### config.mk
export PLATFORM = sky130hd
export DESIGN_NAME = tmp_meas_seq
export DESIGN_NICKNAME = d
export VERILOG_FILES = /design/src/rtl/tmp_meas_seq.sv
export SDC_FILE = /design/constraint.sdc
export NUM_CORES = 1
export LEC_CHECK = 0
export ABC_CLOCK_PERIOD_IN_PS = 2550
export CAP_MARGIN = 20
export CORE_MARGIN = 2
export CORE_UTILIZATION = 40
export CTS_CLUSTER_SIZE = 8
export DETAILED_ROUTE_END_ITERATION = 10
export PLACE_DENSITY = 0.63
export REMOVE_ABC_BUFFERS = 1
export SETUP_SLACK_MARGIN = 0.2
export SYNTH_ARGS = -nofsm -noshare
export SYNTH_HDL_FRONTEND = slang
export SYNTH_SLANG_ARGS = --single-unit
### constraint.sdc
create_clock -name clk -period 2.55 [get_ports clk]
set_input_delay 0.6375 -clock clk [delete_from_list [all_inputs] [get_ports clk]]
set_output_delay 0.6375 -clock clk [all_outputs]
set_load 0.02 [all_outputs]
### src/rtl/tmp_meas_seq.sv
// Temperature-sensor measurement sequencer: wakes the core, counts source decisions over a window, hands off the result.
// Define TMP_MEAS_SEQ_AVG_EN to average four back-to-back windows per measurement.
module tmp_meas_seq #(
    parameter int unsigned SETTLE = 12,
    parameter int unsigned WIN    = 255,
    parameter int unsigned CNT_W  = 8
) (
    input  logic             clk,
    input  logic             reset,
    input  logic             start,
    input  logic             cont,
    input  logic             src_ev,
    input  logic             snk_ev,
    output logic             core_rst,
    output logic             busy,
    output logic [CNT_W-1:0] result,
    output logic             result_valid,
    input  logic             result_ready,
    output logic             ovf
);

    localparam int unsigned SET_LAST = (SETTLE > 0) ? SETTLE - 1 : 0;
    localparam int unsigned SET_W    = (SET_LAST > 0) ? $clog2(SET_LAST + 1) : 1;
    localparam int unsigned WIN_W    = 16;
    localparam logic [WIN_W-1:0] WIN_LAST = WIN_W'(WIN - 1);
    localparam logic [CNT_W-1:0] CNT_MAX  = '1;

    typedef enum logic [1:0] {
        IDLE,
        WAKE,
        MEAS,
        DONE
    } state_t;

    state_t           state_q, state_nx;
    logic [SET_W-1:0] set_q, set_nx;
    logic [WIN_W-1:0] win_q, win_nx;
    logic [CNT_W-1:0] ev_q, ev_nx, ev_add;
    logic [CNT_W-1:0] tot_q, tot_nx, tot_add;
    logic [CNT_W-1:0] res_nx;
    logic             ovf_nx;
    logic             clr_win;
`ifdef TMP_MEAS_SEQ_AVG_EN
    logic [CNT_W+1:0] acc_q, acc_nx, acc_sum;
    logic [1:0]       idx_q, idx_nx;
`endif

    // Next-state and datapath update
    always_comb begin
        state_nx = state_q;
        set_nx   = set_q;
        win_nx   = win_q;
        ev_nx    = ev_q;
        tot_nx   = tot_q;
        ev_add   = ev_q;
        tot_add  = tot_q;
        res_nx   = result;
        ovf_nx   = ovf;
        clr_win  = 1'b0;
`ifdef TMP_MEAS_SEQ_AVG_EN
        acc_nx   = acc_q;
        idx_nx   = idx_q;
        acc_sum  = acc_q;
`endif
        unique case (state_q)
            IDLE: begin
                if (start) begin
                    state_nx = WAKE;
                    set_nx   = '0;
                    ovf_nx   = 1'b0;
                end
            end
            WAKE: begin
                if (set_q == SET_W'(SET_LAST)) begin
                    state_nx = MEAS;
                    clr_win  = 1'b1;
                end else begin
                    set_nx = set_q + 1'b1;
                end
            end
            MEAS: begin
                // A clipped increment is what marks overflow
                if (src_ev) begin
                    if (ev_q == CNT_MAX) ovf_nx = 1'b1;
                    else                 ev_add = ev_q + 1'b1;
                end
                if (snk_ev) begin
                    if (tot_q == CNT_MAX) ovf_nx  = 1'b1;
                    else                  tot_add = tot_q + 1'b1;
                end
                ev_nx  = ev_add;
                tot_nx = tot_add;
                win_nx = win_q + 1'b1;
                if (win_q == WIN_LAST) begin
                    win_nx = '0;
`ifdef TMP_MEAS_SEQ_AVG_EN
                    acc_sum = acc_q + (CNT_W+2)'(ev_add);
                    if (idx_q == 2'd3) begin
                        res_nx   = CNT_W'(acc_sum >> 2);
                        state_nx = DONE;
                    end else begin
                        acc_nx = acc_sum;
                        idx_nx = idx_q + 1'b1;
                        ev_nx  = '0;
                        tot_nx = '0;
                    end
`else
                    res_nx   = ev_add;
                    state_nx = DONE;
`endif
                end
            end
            DONE: begin
                if (result_ready) begin
                    if (cont) begin
                        state_nx = MEAS;
                        clr_win  = 1'b1;
                    end else begin
                        state_nx = IDLE;
                    end
                end
            end
            default: state_nx = IDLE;
        endcase
        if (clr_win) begin
            win_nx = '0;
            ev_nx  = '0;
            tot_nx = '0;
`ifdef TMP_MEAS_SEQ_AVG_EN
            acc_nx = '0;
            idx_nx = '0;
`endif
        end
    end

    // State, counters and registered outputs
    always_ff @(posedge clk or posedge reset) begin
        if (reset) begin
            state_q      <= IDLE;
            set_q        <= '0;
            win_q        <= '0;
            ev_q         <= '0;
            tot_q        <= '0;
            result       <= '0;
            result_valid <= 1'b0;
            ovf          <= 1'b0;
            core_rst     <= 1'b1;
            busy         <= 1'b0;
`ifdef TMP_MEAS_SEQ_AVG_EN
            acc_q        <= '0;
            idx_q        <= '0;
`endif
        end else begin
            state_q      <= state_nx;
            set_q        <= set_nx;
            win_q        <= win_nx;
            ev_q         <= ev_nx;
            tot_q        <= tot_nx;
            result       <= res_nx;
            result_valid <= (state_nx == DONE);
            ovf          <= ovf_nx;
            core_rst     <= (state_nx == IDLE);
            busy         <= (state_nx != IDLE);
`ifdef TMP_MEAS_SEQ_AVG_EN
            acc_q        <= acc_nx;
            idx_q        <= idx_nx;
`endif
        end
    end

endmodule
==> results of run 1 <==
registers in the layout, indices dropped and copies added, names as in the netlist:
register      count
tot_q             8
result            8
state_q           2
ovf               1
result_valid      1
set_q             4
busy              1
ev_q              8
win_q            16
core_rst          1
worst register-to-register path, delay by kind of cell (launching register included):
kind	cells	cell delay [ns]
and+or+nand+nor	3	0.85
muxes	1	0.38
DFF	1	0.44
buffers and inverters	1	0.29
cell families (layout without fill, tap and decap cells):
group,count (synthesis),in the layout
AOI/OAI and AO/OA,77,77
xor gates and xnor gates,6,6
adders and majority gates,5,5
buffers and inverters,31,52
DFF,50,50
muxes,13,13
and+or+nand+nor,103,103
synthesized netlist by cell type (5+ instances only):
library cell | n | area, sq um
dfrtp_1 | 49 | 1230
clkbuf_1 | 6 | 22.5
a211oi_1 | 11 | 82.6
xnor2_1 | 5 | 43.8
a22o_1 | 5 | 43.8
o31ai_1 | 12 | 90.1
mux2i_1 | 7 | 70.1
nand2_1 | 18 | 67.6
nor2_1 | 13 | 48.8
or3_1 | 13 | 81.3
nand3_1 | 14 | 70.1
a21oi_1 | 9 | 45.0
and3_1 | 5 | 31.3
o21ai_0 | 14 | 70.1
inv_1 | 18 | 67.6
nor3_1 | 9 | 45.0
or4_1 | 9 | 67.6
ha_1 | 5 | 62.6
report_power, final:
part	switching, uW	total [uW]	leakage, uW	internal, uW
combinational	311	582	0.000610	271
sequential	152	1060	0.000659	911
clock	283	572	0.0000579	289
total	745	2220	0.00133	1470
final cells by class:
class | count | area (sq um) | area share
clock buffer | 5 | 68.8 | 0.0213
sequential | 50 | 1250 | 0.387
inverter | 18 | 67.6 | 0.0209
multi-input combinational | 204 | 1420 | 0.440
tap | 96 | 120 | 0.0371
clock inverter | 3 | 40.0 | 0.0124
timing repair buffer | 26 | 265 | 0.0819
cells in the final DEF, fill, tap and decap left out, drive strengths merged, types with 3 or more instances in the layout:
cell type	n
nor3	9
ha	5
and3	5
and4	3
or4	9
a21oi	9
dfrtp	49
a21o	4
xnor2	5
nor2	13
or3	13
nand3	15
inv	18
nand2	18
clkbuf	5
o21ai	16
nand4	4
a31oi	3
mux2i	7
and2	3
mux2	6
buf	8
clkdlybuf4s50	18
a211oi	15
o31ai	12
a22o	5
metal layers:
layer	global-route usage	up-vias
met4	0.0587	0
li1	-	1112
met5	0	-
met2	0.251	30
met1	0.236	1059
met3	0.0264	9
how the worst max path moves through the flow:
stage | endpoint | cells after the start
after floorplan | result[1] | 3
after global placement | win_q[15] | 5
after detailed placement | win_q[13] | 5
after CTS | core_rst | 1
after global routing | win_q[11] | 5
final | core_rst | 1
per-stage QoR:
step	worst slack [ns]	power, uW	area, sq um	hold slack [ns]
after global routing	0.336	2360	3240	0.499
after global placement	0.228	1650	3130	0.470
final	0.488	2220	3240	0.491
after floorplan	0.248	1460	2740	0.498
after detailed placement	0.162	1670	3130	0.474
after CTS	0.481	2240	3240	0.496
==> parameters.txt, run 1 <==
Parameter                              Value

Pwr
  Static leakage ... 0.00133 uW
  Power density over cell area ... 685 nW/um^2
  Maximum ir drop on the vdd rail ... 0.287 mV

Die
  Chip height ... 87.9 um
  Ports ... 19
  Starting density of the core ... 0.414
  Die area ... 7720 sq um
  Width of the die ... 87.9 um
  FP Rows ... 30
  Placeable core area ... 6790 sq um

Setup path
  FF-to-FF path depth ... 5
  Number of buffers and inverters on the critical path ... 1
  Classification of the worst setup path ... flip-flop to output port
  Crit-path leading delay family ... buffers and inverters
  Crit path max fanout ... 1
  R2R Path End ... result[4]
  Worst path cell trace ... clkdlybuf4s50_1
  Slack of the worst reg-to-reg path ... 0.49 ns
  Slowest stage cell on the critical path ... clkdlybuf4s50_1
  Setup crit end kind ... output port
  Arrival time of data at the critical path endpoint ... 1.42 ns
  Worst reg2reg startpoint ... win_q[12]
  Kind of launch point of the worst setup path ... flip-flop
  Worst path max stage delay ... 0.59 ns
  Launching instance or port of the critical path ... core_rst
  Required @ worst endpoint ... 1.91 ns

Final layout
  Area growth, synth to finish ... 15.1%
  Antenna diode count ... 0
  Fill count ... 633
  Final net count ... 317
  Final cell utilization of the core ... 0.477
  Fraction of layout instances using a drive strength above 1 ... 0.114
  Post-route non-filler standard cell count ... 402

Clock network
  Worst skew pair latency ... 0.32 ns
  Clock Tree Root ... clkbuf_8
  Clock transition at path regs ... 0.10 ns
  Clock tree from TritonCTS ... built
  CTS H-tree lvls ... 2
  Number of gates resized after CTS ... 0
  Post-CTS repair timing setup buffer count ... 0
  Number of sinks handled by clock tree synthesis ... 50
  Clock tree buffer depth ... 2
  Number of buffers added to fix hold violations after cts ... 0
  TritonCTS Buffers ... 5

GRT
  First-pass GRT wire length ... 9.99 mm
  Number of global-route vias before repair ... 2114
  Antenna violations before repair ... 0
  GR Util All Layers ... 0.164
  Total global routing overflow ... 0
  Maximum number of pins on one net before global-route repair ... 51

Route
  Routed wire per std cell ... 14.6 um
  Drt first pass iters ... 4
  WL met1 ... 2.94 mm
  Final WL ... 5.85 mm
  Highest metal layer with signal wires ... met4
  Drt drc ... 0
  Met3 WL ... 158 um
  Routed wire length on met2 ... 2.65 mm
  Remaining antenna violation count after routing ... 0
  Via Count ... 2210
  Ratio of routed vias to standard cells ... 5.50
  DRT iter0 DRCs ... 130

Synth
  Synthesized area per cell ... 9.87 sq um
  Post-synthesis async set-or-reset flop share ... 1.00
  Instance count of the mapped netlist ... 285
  Mux share of post-synthesis cell area ... 0.0489
  Post-synthesis simple-gate area fraction ... 0.212
  Sequential cell area fraction in the yosys report ... 0.445
  Number of storage elements in the synthesis netlist ... 50
  Synth unique cells ... 54
  Netlist Area Pre-Place ... 2810 sq um
  XOR/XNOR Fraction of Synth Area ... 0.0187
  Dominant register cell in the synthesized netlist ... dfrtp_1
  Main combinational cell family by area after synthesis ... simple AND/OR/NAND/NOR gates
  Adder-cell area share of the yosys netlist ... 0.0222
  EDFF count, synth ... 0
  Ys Warns ... 0
  Share of the synthesized area in compound gates (AO/OA/AOI/OAI) ... 0.202

Timing
  Share of the clock period used by the worst path ... 0.809
  Relative max-transition margin ... 0.556
  Maximum frequency from static timing analysis ... 485 MHz
  Final-report setup violation count ... 0
  Final critical path time including I/O delays and setup ... 2.06 ns
  Final hold violations ... 0
  Transition at the pin with the smallest max-transition slack ... 0.659 ns
  Total negative slack ... 0 ns
  Setup repair after global routing missed its margin ... false
  Clock skew ... 0.00917 ns
  Number of pins exceeding their max-slew limit in the final report ... 0

Worst hold path
  Source of the worst hold timing path ... result[0]
  Worst Hold Path Cells ... 1
  Worst hold-check path type ... flip-flop to flip-flop
  Worst hold path endpoint ... result[0]

Flow run
  Max Cap Viol ... 0

Placed design
  Placed Instances ... 394
  Routability congestion estimate from global placement ... 0.843
  Detailed placement HPWL ... 3.99 mm
  Quantity of I/O buffers inserted on ports ... 18

Status
  Result of the run ... completed
Note: power is estimated with default switching activity, not from simulation.
==> run 2, diff against run 1 <==
- ABC_CLOCK_PERIOD_IN_PS: 2550 -> 2100
- clock period: 2.55 -> 2.1 ns (I/O delays scaled with it)
==> run 2 against run 1 <==
Effect of this change: clock skew increased by 0.0069 ns; die area unchanged; register-to-register slack got worse by 0.23 ns.
==> parameters.txt, run 2 (synthesis results as in run 1) <==
Parameter                              Value

Status
  Result of the run ... completed

Placed design
  Area after detailed placement ... 3270 sq um
  Pre-CTS WS ... -0.0891 ns
  Quantity of I/O buffers inserted on ports ... 18
  Detailed placement HPWL ... 4.27 mm
  Routability congestion estimate from global placement ... 0.793

Final layout
  Fraction of layout instances using a drive strength above 1 ... 0.224
  Final net count ... 341
  Fill count ... 623
  Leading cell type in the layout, fill and taps excluded ... dfrtp_1
  Reg with most FFs ... win_q
  Final cell utilization of the core ... 0.517
  Area growth, synth to finish ... 24.8%
  Commonest cells after routing, fill and taps aside ... 48 x dfrtp_1, 28 x buf_4, 18 x nand2_1
  Flip-flop count of the largest register after layout ... 16
  Post-route design area ... 3510 sq um
  Antenna diode count ... 0

Route
  Ratio of routed vias to standard cells ... 5.57
  DRT iter0 DRCs ... 118
  Remaining antenna violation count after routing ... 0
  Routed wire per std cell ... 14.5 um
  Via Count ... 2371
  Final WL ... 6.18 mm
  Drt first pass iters ... 5
  Drt drc ... 0

Pwr
  Part of the total power dissipated in combinational logic ... 0.291
  Internal Dissipation ... 1910 uW
  Flop pwr share ... 0.449
  Maximum ir drop on the vdd rail ... 0.313 mV
  Switching Fraction ... 0.331
  Pwr Total ... 2850 uW
  Part of the total power dissipated in the clock network ... 0.260
  Power density over cell area ... 811 nW/um^2
  Static leakage ... 0.00146 uW
  Sw power ... 942 uW

Worst hold path
  Worst Hold Path Cells ... 1
  Worst hold-check path type ... flip-flop to flip-flop

Timing
  Setup repair after global routing missed its margin ... true
  Maximum frequency from static timing analysis ... 543 MHz
  Final critical path time including I/O delays and setup ... 1.84 ns
  Number of pins exceeding their max-slew limit in the final report ... 0
  Final hold violations ... 0
  Final-report setup violation count ... 0
  Relative max-transition margin ... 0.732
  Clock skew ... 0.0161 ns
  Fin worst setup slack ... 0.257 ns
  Share of the clock period used by the worst path ... 0.878
  Transition at the pin with the smallest max-transition slack ... 0.401 ns
  Worst Hold Margin ... 0.495 ns

Clock network
  Worst skew pair latency ... 0.31 ns
  Clock tree buffer depth ... 2
  Number of buffers added to fix hold violations after cts ... 0
  Number of sinks handled by clock tree synthesis ... 50
  Clock tree from TritonCTS ... built
  Clock Tree Root ... clkbuf_8
  CTS H-tree lvls ... 2
  TritonCTS Buffers ... 5
  Clock transition at path regs ... 0.10 ns

Setup path
  Worst path cell trace ... ha_2 -> and3b_2 -> a32oi_4 -> buf_4 -> or3_1 -> a211oi_2
  Setup crit end kind ... flip-flop
  Required @ worst endpoint ... 2.32 ns
  Slowest stage cell on the critical path ... dfrtp_1
  FF-to-FF path depth ... 6
  Worst path max stage delay ... 0.42 ns
  Crit path max fanout ... 8
  Arrival time of data at the critical path endpoint ... 2.06 ns
  Classification of the worst setup path ... flip-flop to flip-flop
  Kind of launch point of the worst setup path ... flip-flop

Die
  FP Rows ... 30
  Starting density of the core ... 0.414
  Chip height ... 87.9 um
  Die area ... 7720 sq um
  Placeable core area ... 6790 sq um
  Width of the die ... 87.9 um
  Ports ... 19

GRT
  GR Util All Layers ... 0.170
  Antenna violations before repair ... 0
  Maximum number of pins on one net before global-route repair ... 51
  Number of global-route vias before repair ... 2232
  Total global routing overflow ... 0
  First-pass GRT wire length ... 10.3 mm

Flow run
  Max Cap Viol ... 0
[run 2: power groups by stage]
| stage | Sequential, uW | Combinational, uW | Clock (uW) |
|---|---|---|---|
| after floorplan | 1280 | 495 | 0 |
| after global placement | 1300 | 760 | 0 |
| after detailed placement | 1300 | 775 | 0 |
| after CTS | 1280 | 812 | 751 |
| after global routing | 1300 | 930 | 791 |
| final | 1280 | 829 | 740 |
[run 2: cell type report]
class                           count  area [sq um]  area share
Clock inverter                      2          38.8      0.0111
Timing Repair Buffer               50           452       0.129
Tap cell                           96           120      0.0342
Multi-Input combinational cell    204          1500       0.426
Sequential cell                    50          1250       0.357
Inverter                           18          67.6      0.0193
Clock buffer                        6          82.6      0.0235
[run 2: timing repair]
item,CTS,global route
pin swaps,1,7
setup buffers,2,3
gates resized for setup,4,16
setup endpoints to repair,20,22
endpoints found under the hold margin,0,0
[run 2: layer usage]
| metal | share of wire | GRT usage | up-vias |
|---|---|---|---|
| li1 | - | - | 1151 |
| met2 | 0.46 | 0.269 | 50 |
| met1 | 0.49 | 0.234 | 1164 |
| met4 | 0.017 | 0.0685 | 0 |
| met3 | 0.036 | 0.0264 | 6 |
| met5 | 0 | 0 | - |
[run 2: final timing paths]
path                       slack, ns  startpoint         to
min reg2reg                     0.49   result[0]  result[0]
max reg2reg                     0.26    set_q[1]   win_q[4]
max                             0.26    set_q[1]   win_q[4]
min                             0.49   result[0]  result[0]
min in group asynchronous       0.56       reset   tot_q[1]
max in group asynchronous       1.25       reset   core_rst
[run 2: worst max-delay path: cells and delay by family, from the launching register on]
family	cells	cell delay [ns]
buffers and inverters	1	0.17
DFF	1	0.42
and+or+nand+nor	2	0.58
adders and majority gates	1	0.20
AOI/OAI and AO/OA	2	0.38
[run 2: through the flow]
step / TNS (ns) / std cells
detailed placement: -0.653 / 413
finish: 0 / 426
global route: 0 / 426
floorplan: -1.25 / 272
global placement: -0.117 / 413
CTS: 0 / 423
==> run 3, diff against run 2 <==
- PLACE_DENSITY: 0.63 -> not set
==> run 3 against run 2 <==
Effect of this change: cell count decreased by 0.47%; global-route usage fell by 0.33 points; power down 2.4%; combinational power is 7.6% higher; sequential power about the same; sequential share of layout area grew 0.20 points; wire length grew 3.5%; cell area fell by 0.25%; critical endpoint is now win_q[3]; largest cell class unchanged.
==> parameters.txt, run 3 (synthesis results as in run 1) <==
Parameter                              Value

GRT
  First-pass GRT wire length ... 10.1 mm
  Maximum number of pins on one net before global-route repair ... 29
  Antenna violations before repair ... 0
  Number of global-route vias before repair ... 2120
  Total global routing overflow ... 0
  GR Util All Layers ... 0.167

Timing
  Share of the clock period used by the worst path ... 0.896
  Total negative slack ... 0 ns
  Final hold violations ... 0
  Final critical path time including I/O delays and setup ... 1.88 ns
  Number of pins exceeding their max-slew limit in the final report ... 0
  Transition at the pin with the smallest max-transition slack ... 0.416 ns
  Clock skew ... 0.0107 ns
  Setup repair after global routing missed its margin ... true
  Maximum frequency from static timing analysis ... 531 MHz
  Final-report setup violation count ... 0
  Relative max-transition margin ... 0.722

Route
  Drt first pass iters ... 5
  Remaining antenna violation count after routing ... 0
  Final WL ... 6.39 mm
  Via Count ... 2333
  DRT iter0 DRCs ... 123
  Routed wire per std cell ... 15.1 um
  Ratio of routed vias to standard cells ... 5.50
  Drt drc ... 0

Worst hold path
  Worst hold-check path type ... flip-flop to flip-flop
  Worst Hold Path Cells ... 1
  Source of the worst hold timing path ... result[2]
  Worst hold path endpoint ... result[2]

Placed design
  Detailed placement HPWL ... 4.34 mm
  Area after detailed placement ... 3260 sq um
  Routability congestion estimate from global placement ... 0.839
  Quantity of I/O buffers inserted on ports ... 18
  Placed Instances ... 411

Die
  Die area ... 7720 sq um
  Width of the die ... 87.9 um
  FP Rows ... 30
  Starting density of the core ... 0.414
  Chip height ... 87.9 um
  Ports ... 19
  Placeable core area ... 6790 sq um

Final layout
  Leading cell type in the layout, fill and taps excluded ... dfrtp_1
  Reg with most FFs ... win_q
  Final net count ... 339
  Multi-input combinational cell area ... 1530 sq um
  Area growth, synth to finish ... 24.5%
  Sequential cell area ... 1260 sq um
  Fill count ... 632
  Post-route non-filler standard cell count ... 424
  Commonest cells after routing, fill and taps aside ... 45 x dfrtp_1, 25 x buf_4, 18 x nand2_1
  Post-route design area ... 3500 sq um
  Antenna diode count ... 0
  Flip-flop count of the largest register after layout ... 16
  Fraction of layout instances using a drive strength above 1 ... 0.232

Clock network
  CTS H-tree lvls ... 2
  Worst skew pair latency ... 0.31 ns
  Clock transition at path regs ... 0.10 ns
  Clock tree buffer depth ... 2
  TritonCTS Buffers ... 5
  Clock tree from TritonCTS ... built
  Clock Tree Root ... clkbuf_8
  Number of sinks handled by clock tree synthesis ... 50
  Number of buffers added to fix hold violations after cts ... 0

Setup path
  R2R Path End ... win_q[3]
  Required @ worst endpoint ... 2.31 ns
  Slack of the worst reg-to-reg path ... 0.25 ns
  Worst path max stage delay ... 0.50 ns
  Worst path cell trace ... clkdlybuf4s50_1 -> a21bo_4 -> a22oi_4 -> buf_4 -> or3_1 -> a211oi_2
  Launching instance or port of the critical path ... result_ready
  Setup crit end kind ... flip-flop
  Classification of the worst setup path ... input pin to flip-flop
  Kind of launch point of the worst setup path ... input pin
  Slowest stage cell on the critical path ... clkdlybuf4s50_1
  Arrival time of data at the critical path endpoint ... 2.10 ns
  FF-to-FF path depth ... 6
  Worst reg2reg startpoint ... set_q[1]
  Crit path max fanout ... 7

Status
  Result of the run ... completed

Pwr
  Maximum ir drop on the vdd rail ... 0.227 mV
  Power density over cell area ... 794 nW/um^2
  Static leakage ... 0.00144 uW

Flow run
  Max Cap Viol ... 0
[run 3: cell count changes in the layout (fill, tap and decap cells not counted), sizes merged]
cell | before | now
clkinv | 0 | 1
bufinv | 1 | 0
inv | 19 | 18
a22oi | 1 | 2
clkinvlp | 0 | 1
buf | 32 | 29
[run 3: layout make-up]
class / count / share of cell area
clock buffer: 6 / 0.0236
sequential: 50 / 0.359
clock inverter: 2 / 0.00357
tap: 96 / 0.0343
timing repair buffer: 47 / 0.123
inverter: 18 / 0.0193
multi-input combinational: 205 / 0.437
[run 3: how the worst max path moves through the flow]
| stage | endpoint | slack, ns | cells past startpoint |
|---|---|---|---|
| final | win_q[3] | 0.22 | 6 |
| after global routing | win_q[3] | 0.13 | 6 |
| after CTS | win_q[3] | 0.18 | 6 |
| after detailed placement | win_q[3] | -0.13 | 6 |
| after global placement | win_q[4] | -0.04 | 6 |
| after floorplan | result[1] | -0.20 | 3 |
[run 3: through the flow]
| stage | worst slack (ns) | total power (uW) | hold slack (ns) | util |
|---|---|---|---|---|
| after global placement | -0.0435 | 2060 | 0.469 | 0.479 |
| after CTS | 0.185 | 2700 | 0.505 | 0.494 |
| after detailed placement | -0.132 | 2080 | 0.480 | 0.479 |
| after global routing | 0.133 | 2970 | 0.521 | 0.515 |
| final | 0.218 | 2780 | 0.501 | 0.515 |
| after floorplan | -0.202 | 1780 | 0.498 | - |
[run 3: metal layers]
layer  track usage  wire length [um]  vias up
met5             0                 0        -
met4        0.0559                41        0
met3        0.0368               172        2
met2         0.258              2900       38
met1         0.232              3280     1137
li1              -                 -     1156
[run 3: repair_timing]
item                                    in CTS  in global routing
endpoints found under the setup margin      10                 22
setup buffers                                1                  3
gates resized for setup                      2                 25
pin swaps                                    0                  4
cloned                                       0                  1
[run 3: worst max-delay path, delay by kind of cell]
kind / cells / cell delay (ns)
simple gates: 1 / 0.36
buf+inv: 2 / 0.67
compound gates: 3 / 0.54
[run 3: where the power goes]
part	total, uW	switching, uW	leakage, uW	internal [uW]
combinational	892	459	0.000739	433
clock	593	328	0.0000472	266
sequential	1290	182	0.000654	1110
